**config.mk**
```make
export PLATFORM = sky130hd
export DESIGN_NAME = pc_fetch_unit_flat
export DESIGN_NICKNAME = d
export VERILOG_FILES = /design/src/rtl/pc_fetch_unit_if.sv /design/src/rtl/pc_fetch_unit.sv /design/src/flat_wrapper.sv
export SDC_FILE = /design/constraint.sdc
export NUM_CORES = 1
export LEC_CHECK = 0
export BUFFER_PORTS_ARGS = -buffer_cell sky130_fd_sc_hd__buf_4
export CORE_UTILIZATION = 45
export DETAILED_ROUTE_END_ITERATION = 10
export PLACE_DENSITY = 0.77
export SYNTH_ARGS = -nofsm -noshare
export SYNTH_HDL_FRONTEND = slang
export SYNTH_SLANG_ARGS = --single-unit
export TNS_END_PERCENT = 10
```
**constraint.sdc**
```tcl
create_clock -name clk -period 5.85 [get_ports clk]
set_input_delay 0.2925 -clock clk [delete_from_list [all_inputs] [get_ports clk]]
set_output_delay 0.2925 -clock clk [all_outputs]
set_load 0.005 [all_outputs]
```
**src/rtl/pc_fetch_unit_if.sv**
```systemverilog
// Instruction-memory fetch bus between the PC stage (master) and the instruction memory (slave).
interface pc_fetch_unit_if;
    logic [31:0] IAddr;
    logic        nRD;
    logic [31:0] IDataOut;

    modport master (output IAddr, output nRD, input IDataOut);
    modport slave  (input IAddr, input nRD, output IDataOut);
endinterface

```
**src/rtl/pc_fetch_unit.sv**
```systemverilog
// Program-counter fetch stage: holds the PC, selects the next PC, and stops on halt or bad fetch addresses.
// Optional fetch counter is built only when PC_FETCH_CNT_EN is defined; otherwise fetch_cnt is tied to zero.
//
// state | meaning
// BOOT  | one idle cycle after reset, nRD high
// RUN   | fetching, PC advances unless stalled
// HALT  | halt opcode seen, PC frozen
// FAULT | misaligned or out-of-range next PC, PC frozen
module pc_fetch_unit #(
    parameter logic [31:0] RESET_PC   = 32'h0000_0000,
    parameter int          IMEM_BYTES = 240,
    parameter logic [5:0]  HALT_OP    = 6'b111111
) (
    input  logic              clk,
    input  logic              nReset,
    pc_fetch_unit_if.master   imem,
    input  logic              stall,
    input  logic [1:0]        pc_src,
    input  logic [31:0]       ext_imm,
    input  logic [25:0]       jump_target,
    input  logic [31:0]       jr_addr,
    output logic [31:0]       pc_plus4,
    output logic              halted,
    output logic              fault,
    output logic [1:0]        fsm_state,
    output logic [31:0]       fetch_cnt
);

    typedef enum logic [1:0] {
        BOOT  = 2'b00,
        RUN   = 2'b01,
        HALT  = 2'b10,
        FAULT = 2'b11
    } state_t;

    localparam logic [31:0] LAST_PC = 32'(IMEM_BYTES - 4);

    state_t      r_state;
    logic [31:0] r_pc;
    logic        r_nrd;
    logic        r_halted;
    logic        r_fault;

    logic [31:0] w_pc_plus4;
    logic [31:0] w_cand;
    logic        w_halt_op;
    logic        w_bad;
    logic        w_load;
    logic        w_unused_idata;

    assign w_pc_plus4     = r_pc + 32'd4;
    assign w_halt_op      = (imem.IDataOut[31:26] == HALT_OP);
    assign w_unused_idata = ^imem.IDataOut[25:0];

    always_comb begin
        w_cand = w_pc_plus4;
        case (pc_src)
            2'b00: w_cand = w_pc_plus4;
            2'b01: w_cand = w_pc_plus4 + {ext_imm[29:0], 2'b00};
            2'b10: w_cand = {w_pc_plus4[31:28], jump_target, 2'b00};
            2'b11: w_cand = jr_addr;
            default: w_cand = w_pc_plus4;
        endcase
    end

    // Wrapped arithmetic lands either misaligned or above LAST_PC, so one compare covers it.
    assign w_bad  = (w_cand[1:0] != 2'b00) || (w_cand > LAST_PC);
    assign w_load = (r_state == RUN) && !w_halt_op && !stall && !w_bad;

    always_ff @(posedge clk or negedge nReset) begin
        if (!nReset) begin
            r_state  <= BOOT;
            r_pc     <= RESET_PC;
            r_nrd    <= 1'b1;
            r_halted <= 1'b0;
            r_fault  <= 1'b0;
        end else begin
            case (r_state)
                BOOT: begin
                    r_state <= RUN;
                    r_nrd   <= 1'b0;
                end
                RUN: begin
                    if (w_halt_op) begin
                        r_state  <= HALT;
                        r_nrd    <= 1'b1;
                        r_halted <= 1'b1;
                    end else if (w_load) begin
                        r_pc <= w_cand;
                    end else if (!stall) begin
                        r_state <= FAULT;
                        r_nrd   <= 1'b1;
                        r_fault <= 1'b1;
                    end
                end
                default: begin
                    r_state <= r_state;
                end
            endcase
        end
    end

`ifdef PC_FETCH_CNT_EN
    logic [31:0] r_fetch_cnt;

    always_ff @(posedge clk or negedge nReset) begin
        if (!nReset) begin
            r_fetch_cnt <= 32'h0;
        end else if (w_load) begin
            r_fetch_cnt <= r_fetch_cnt + 32'd1;
        end
    end

    assign fetch_cnt = r_fetch_cnt;
`else
    assign fetch_cnt = 32'h0;
`endif

    assign imem.IAddr = r_pc;
    assign imem.nRD   = r_nrd;
    assign pc_plus4   = w_pc_plus4;
    assign halted     = r_halted;
    assign fault      = r_fault;
    assign fsm_state  = r_state;

endmodule
```
**src/flat_wrapper.sv**
```systemverilog
// flat-port wrapper written by rule: the top's interface ports become plain ports
module pc_fetch_unit_flat 
#(
    parameter logic [31:0] RESET_PC   = 32'h0000_0000,
    parameter int          IMEM_BYTES = 240,
    parameter logic [5:0]  HALT_OP    = 6'b111111
)
  (clk, nReset, stall, pc_src, ext_imm, jump_target, jr_addr, pc_plus4, halted, fault, fsm_state, fetch_cnt, imem_IAddr, imem_nRD, imem_IDataOut);
  pc_fetch_unit_if imem_i ();
  input  logic clk;
  input  logic nReset;
  input  logic stall;
  input  logic [1:0] pc_src;
  input  logic [31:0] ext_imm;
  input  logic [25:0] jump_target;
  input  logic [31:0] jr_addr;
  output logic [31:0] pc_plus4;
  output logic halted;
  output logic fault;
  output logic [1:0] fsm_state;
  output logic [31:0] fetch_cnt;
  output wire logic [$bits(imem_i.IAddr)-1:0] imem_IAddr;
  output wire logic [$bits(imem_i.nRD)-1:0] imem_nRD;
  input wire logic [$bits(imem_i.IDataOut)-1:0] imem_IDataOut;
  assign imem_IAddr = imem_i.IAddr;
  assign imem_nRD = imem_i.nRD;
  assign imem_i.IDataOut = imem_IDataOut;
  pc_fetch_unit #(.RESET_PC(RESET_PC), .IMEM_BYTES(IMEM_BYTES), .HALT_OP(HALT_OP)) u_core (.clk(clk), .nReset(nReset), .imem(imem_i), .stall(stall), .pc_src(pc_src), .ext_imm(ext_imm), .jump_target(jump_target), .jr_addr(jr_addr), .pc_plus4(pc_plus4), .halted(halted), .fault(fault), .fsm_state(fsm_state), .fetch_cnt(fetch_cnt));
endmodule
```
# == After elaboration in Yosys (flattened, before gate mapping) ==
# Cells that the tools add are included.
# op_classes
eq_ne,7
n_mul,0
n_bitwise,3
n_mux,9
addsub,2
magnitude_cmp,1
n_reduce_logical,15
div_mod_pow,0
n_shift,0
# op_table
operator,n
case mux 32 bit (4 select lines),1
adder 32 x 3 -> 32 bit (second input constant),1
adder 32 bit,1
greater-than comparator 32 x 8 -> 1 bit (second input constant),1
equality test 6 bit (second input constant),1
2-to-1 mux 2 bit,3
inequality test 3 x 2 -> 1 bit (second input constant),2
AND reduction 3 bit,2
equality test 2 x 1 -> 1 bit (second input constant),2
equality test 2 bit (second input constant),2
logical NOT 2 bit,2
case mux 2 bit (2 select lines),1
AND reduction 4 bit,1
nonzero test 2 bit,2
logical AND 1 bit,3
logical NOT 1 bit,3
2-to-1 mux 1 bit,3
NOT 1 bit,3
case mux 1 bit (2 select lines),1
AND reduction 2 bit,1
logical OR 1 bit,1
# word_totals
reg_bits,37
word_cells,42
ramBits,0
inputBits,127
memories,0
out_inout_bits,101
mem_bits_ro,0
latch_bits,0

# == Logic depth before layout (Yosys ltp) ==
# logic_depth
word_depth,10
ltp_mapped,19
depth_no_buf,16

# == Worst setup path after synthesis ==
# OpenSTA, ideal clock, no wires.
# synth_path
path_kind,reg-to-reg
startpoint,reg u_core.r_pc[2] (netlist: u_core.imem.IAddr[2])
endpoint,reg u_core.r_pc[2] (netlist: u_core.imem.IAddr[2])
path_slack_ns,1.252
t_arrival_ns,4.470
n_path_buf,1
path_stages_with_launch,17
required_time_ns,5.722
setup_time_ns,0.128
path_cell_list,dfrtp_1 -> ha_1 -> nand4_1 -> nor2_1 -> xor2_1 -> ha_1 -> clkbuf_1 -> and4_1 -> and2_1 -> a221oi_1 -> o21ai_1 -> mux2i_1 -> o41ai_1 -> o2111ai_1 -> nor3b_1 -> nand3_4 -> mux2_1
# synth_between
elab_chain_len,8
# synth_lines
item,line,source
start: declaration,pc_fetch_unit.sv:39,logic [31:0] r_pc;
start signal: assignment,pc_fetch_unit.sv:89,r_pc <= w_cand;
adder 32 x 3 -> 32 bit *,pc_fetch_unit.sv:51,assign w_pc_plus4 = r_pc + 32'd4;
named net pc_plus4[8],flat_wrapper.sv:17,output logic [31:0] pc_plus4;
adder 32 bit,pc_fetch_unit.sv:59,"2'b01: w_cand = w_pc_plus4 + {ext_imm[29:0], 2'b00};"
case mux 32 bit (4 select lines) *,pc_fetch_unit.sv:57,case (pc_src)
greater-than comparator 32 x 8 -> 1 bit *,pc_fetch_unit.sv:67,assign w_bad = (w_cand[1:0] != 2'b00) || (w_cand > LAST_PC);
logical OR 1 bit *,pc_fetch_unit.sv:67,
logical NOT 1 bit *,pc_fetch_unit.sv:68,assign w_load = (r_state == RUN) && !w_halt_op && !stall && !w_bad;
logical AND 1 bit *,pc_fetch_unit.sv:68,
AND reduction 3 bit (no source line) *,-,
# Mark *: on every way through the listed nets, which the timed path passes. The rest lies on a longest branch.
# A chain may end at the register's enable or synchronous reset.

# == Worst setup path after layout ==
# layout_path
startpoint,reg u_core.r_pc[2] (netlist: u_core.imem.IAddr[2])
endpoint,reg u_core.r_pc[2] (netlist: u_core.imem.IAddr[2])
# layout_between
elab_chain_len,8
# layout_lines
item,line
adder 32 x 3 -> 32 bit *,pc_fetch_unit.sv:51
adder 32 bit,pc_fetch_unit.sv:59
case mux 32 bit (4 select lines) *,pc_fetch_unit.sv:57
greater-than comparator 32 x 8 -> 1 bit,pc_fetch_unit.sv:67
logical OR 1 bit,pc_fetch_unit.sv:67
logical NOT 1 bit,pc_fetch_unit.sv:68
logical AND 1 bit,pc_fetch_unit.sv:68
AND reduction 3 bit (no source line),-
# Every way passes the cells marked *; elsewhere a longest branch is shown, timed or not.

==> impl_metrics.env <==
export IMPL_status="completed"
export IMPL_cp_top_family="simple AND/OR/NAND/NOR gates"
export IMPL_ir_drop_uv=217
export IMPL_worst_path_stages=17
export IMPL_rsz0062_at_grt="false"
export IMPL_core_um2=10500
export IMPL_fmax_ghz=0.184
export IMPL_drc=0
export IMPL_clock_sinks=37
export IMPL_numCtsBuffers=5
export IMPL_grt_start_max_net_pins=42
export IMPL_hold_path_class="in2reg"
export IMPL_grt_pass1_wl_mm=26.7
export IMPL_worstSetupPathType="reg2reg"
export IMPL_maxCapViolCount=0
export IMPL_drtIter0Drc=362
export IMPL_via_per_inst=5.97
export IMPL_final_area_um2=6340
export IMPL_nNetsFinal=956
export IMPL_initial_utilization_pct=47.2
export IMPL_syn_area_um2=4940
export IMPL_first_global_vias=5233
export IMPL_setup_violations_final=0
export IMPL_power_density_nw_per_um2=116
export IMPL_firstDrtPassIters=5
export IMPL_max_stage_delay_ps=540
export IMPL_stdcell_count=932
export IMPL_period_share_pct=92.8
export IMPL_area_delta_synth_final_pct=28.4
export IMPL_tns_ps=0
export IMPL_yosysWarnings=0
export IMPL_placed_area_um2=6190
export IMPL_n_antenna_cell=0
export IMPL_htreeDepth=2
export IMPL_whs_ps=317
export IMPL_io_pin_count=228
export IMPL_cpMaxStageDelayCell="or4_4"
export IMPL_gp_congestion=0.964
export IMPL_rows=37
export IMPL_fin_crit_ps=5430
export IMPL_worstRegToRegCells=17
export IMPL_chipHeight_um=107
export IMPL_r2r_slack_ps=420
export IMPL_holdPathStages=3
export IMPL_hold_viol_final=0
export IMPL_clock_latency_ps=290
export IMPL_synth_edf_count=0
export IMPL_arrival_ps=5600
export IMPL_drt_wirelength_per_cell_um=18.2
export IMPL_antenna_found_initial=0
export IMPL_vias=5560
export IMPL_async_flop_share_pct=100
export IMPL_final_layout_size_suffix_gt1_share_pct=26.1
export IMPL_p_leak_nw=2.99
export IMPL_ys_seq_area_share_pct=18.8
export IMPL_slew_headroom_pct=55.5
export IMPL_grtUsageTotal_pct=29.4
export IMPL_crit_chain="ha_1 > nand4_1 > or4_4 > nor4_1 > or2_2 > ha_1 > a21oi_1 > o21bai_1 > a21oi_1 > o32a_1 > o21ai_0 > o41ai_1 > o2111ai_1 > nor3b_1 > buf_4 > nand3_4 > mux2_1"
export IMPL_crit_required_ps=6020
export IMPL_port_buffers=167
export IMPL_syn_area_per_cell_um2=7.71
export IMPL_die_w_um=107
export IMPL_ys_ff_latch=37
export IMPL_worst_slew_pin_slew_ps=661
export IMPL_dp_cells=923
export IMPL_dp_hpwl_mm=13.9
export IMPL_gr_total_overflow=0
export IMPL_clockRootBuffer="clkbuf_8"
export IMPL_fin_ws_ps=420
export IMPL_dieArea_um2=11400
export IMPL_cts_max_path_buffers=2
export IMPL_worst_path_buf_inv=1
export IMPL_syn_inst=641
export IMPL_cp_end_kind="register"
export IMPL_slew_violations=0
export IMPL_cts_reportedPaths_clkPinSlew_ps=70
export IMPL_drt_total_wl_mm=17.0
export IMPL_fin_skew_ps=5.61
export IMPL_fillers=986
export IMPL_cts_tree="done"
export IMPL_route_antenna_remaining_nets=0
export IMPL_ys_types=77
export IMPL_ys_flop_type="dfrtp_1"
export IMPL_start_kind="register"
export IMPL_pre_cts_ws_ps=460
export IMPL_crit_fanout=28
-- state kept, by name (all words and copies together), names as in the netlist --
signal,cells
u_core.imem.IAddr,32
u_core.fault,1
u_core.fsm_state,2
u_core.halted,1
u_core.imem.nRD,1
-- where the power goes --
| part | switching [mW] | internal, mW |
|---|---|---|
| Combinational | 0.119 | 0.0992 |
| Sequential | 0.000396 | 0.256 |
| Clock | 0.0906 | 0.172 |
-- cells in the mapped netlist, types with 7 or more instances --
master	instances	share of area [%]
o21ai_1	8	0.81
nand4_1	20	2.5
o21ai_0	26	2.6
mux2i_1	14	2.8
a21oi_1	42	4.3
nor2_1	43	3.3
a21o_1	8	1.2
xor2_1	15	2.7
clkbuf_1	20	1.5
and2_1	28	3.5
dfrtp_1	36	18
o211ai_1	7	1.1
xnor2_1	22	3.9
ha_1	33	8.4
nor4_1	13	1.6
nand3_1	21	2.1
o21a_1	7	1.1
nand2_1	56	4.3
inv_1	25	1.9
a31oi_1	14	1.8
buf_4	35	5.3
nor3_1	20	2.0
-- kinds of logic after synthesis --
kind of cell               share of synthesized area [%]
and+or+nand+nor                                     26.8
AOI/OAI and AO/OA                                   24.6
buffers and inverters                               9.24
xor gates and xnor gates                            6.56
DFF                                                 18.8
adders and majority gates                           8.76
muxes                                               5.11
other                                             0.0759
-- area by class of cell --
| type | instances | area (um2) | share of cell area [%] |
|---|---|---|---|
| multi-input cells | 549 | 3680 | 58.1 |
| repair buffers | 177 | 1330 | 21.0 |
| flip-flops and latches | 37 | 927 | 14.6 |
| well taps | 136 | 170 | 2.68 |
| inverters | 25 | 93.8 | 1.48 |
| clock buffers | 5 | 68.8 | 1.08 |
| clock inverters | 3 | 68.8 | 1.08 |
-- per-layer routing --
layer	GRT usage (%)	wire length, um	vias up
met2	48.1	7810	267
met5	0	0	-
met1	41.5	7660	2618
met3	2.37	1150	36
li1	-	-	2639
met4	8.41	391	0
-- timing repair --
item                                    CTS  global route
gates resized for setup                   0             2
hold buffers                              1             0
endpoints found under the hold margin    36             0
endpoints found under the setup margin    0             3
setup buffers                             0             0
-- stage by stage --
stage | power, mW | util [%]
finish | 0.737 | 60.6
global route | 0.770 | 60.6
CTS | 0.737 | 60.5
detailed placement | 0.473 | 59.1
global placement | 0.471 | 59.1
floorplan | 0.395 | -
-- placed cells by master (no fill, tap or decap), types with 6 or more instances in the layout --
master,n
and3_1,6
nand3_1,21
nand2_1,56
o211ai_1,7
and2_1,28
o21ai_0,26
a211oi_1,6
conb_1,32
a21o_1,8
o21a_1,7
o22ai_1,6
dfrtp_1,36
nor2_1,43
ha_1,33
a21oi_1,41
o21ai_1,8
xor2_1,15
inv_1,25
nand4_1,20
o31ai_1,6
mux2i_1,14
buf_4,176
xnor2_1,22
nor4_1,13
a31oi_1,14
nor3_1,20
-- worst register-to-register path, cell delays in order (launching register included) --
cell	delay (ps)
dfrtp_1	490
ha_1	250
nand4_1	330
or4_4	540
nor4_1	420
or2_2	230
ha_1	320
a21oi_1	200
o21bai_1	80
a21oi_1	470
o32a_1	240
o21ai_0	90
o41ai_1	310
o2111ai_1	270
nor3b_1	240
buf_4	170
nand3_4	250
mux2_1	410
-- path summary, 6_finish.rpt --
kind                                      start               endpoint
min reg2reg                        u_core.fault           u_core.fault
max in group asynchronous                nReset        u_core.imem.nRD
min in group asynchronous                nReset  u_core.imem.IAddr[22]
max                        u_core.imem.IAddr[2]   u_core.imem.IAddr[2]
max reg2reg                u_core.imem.IAddr[2]   u_core.imem.IAddr[2]
min                           imem_IDataOut[26]          u_core.halted
(Power assumes the default switching activity.)
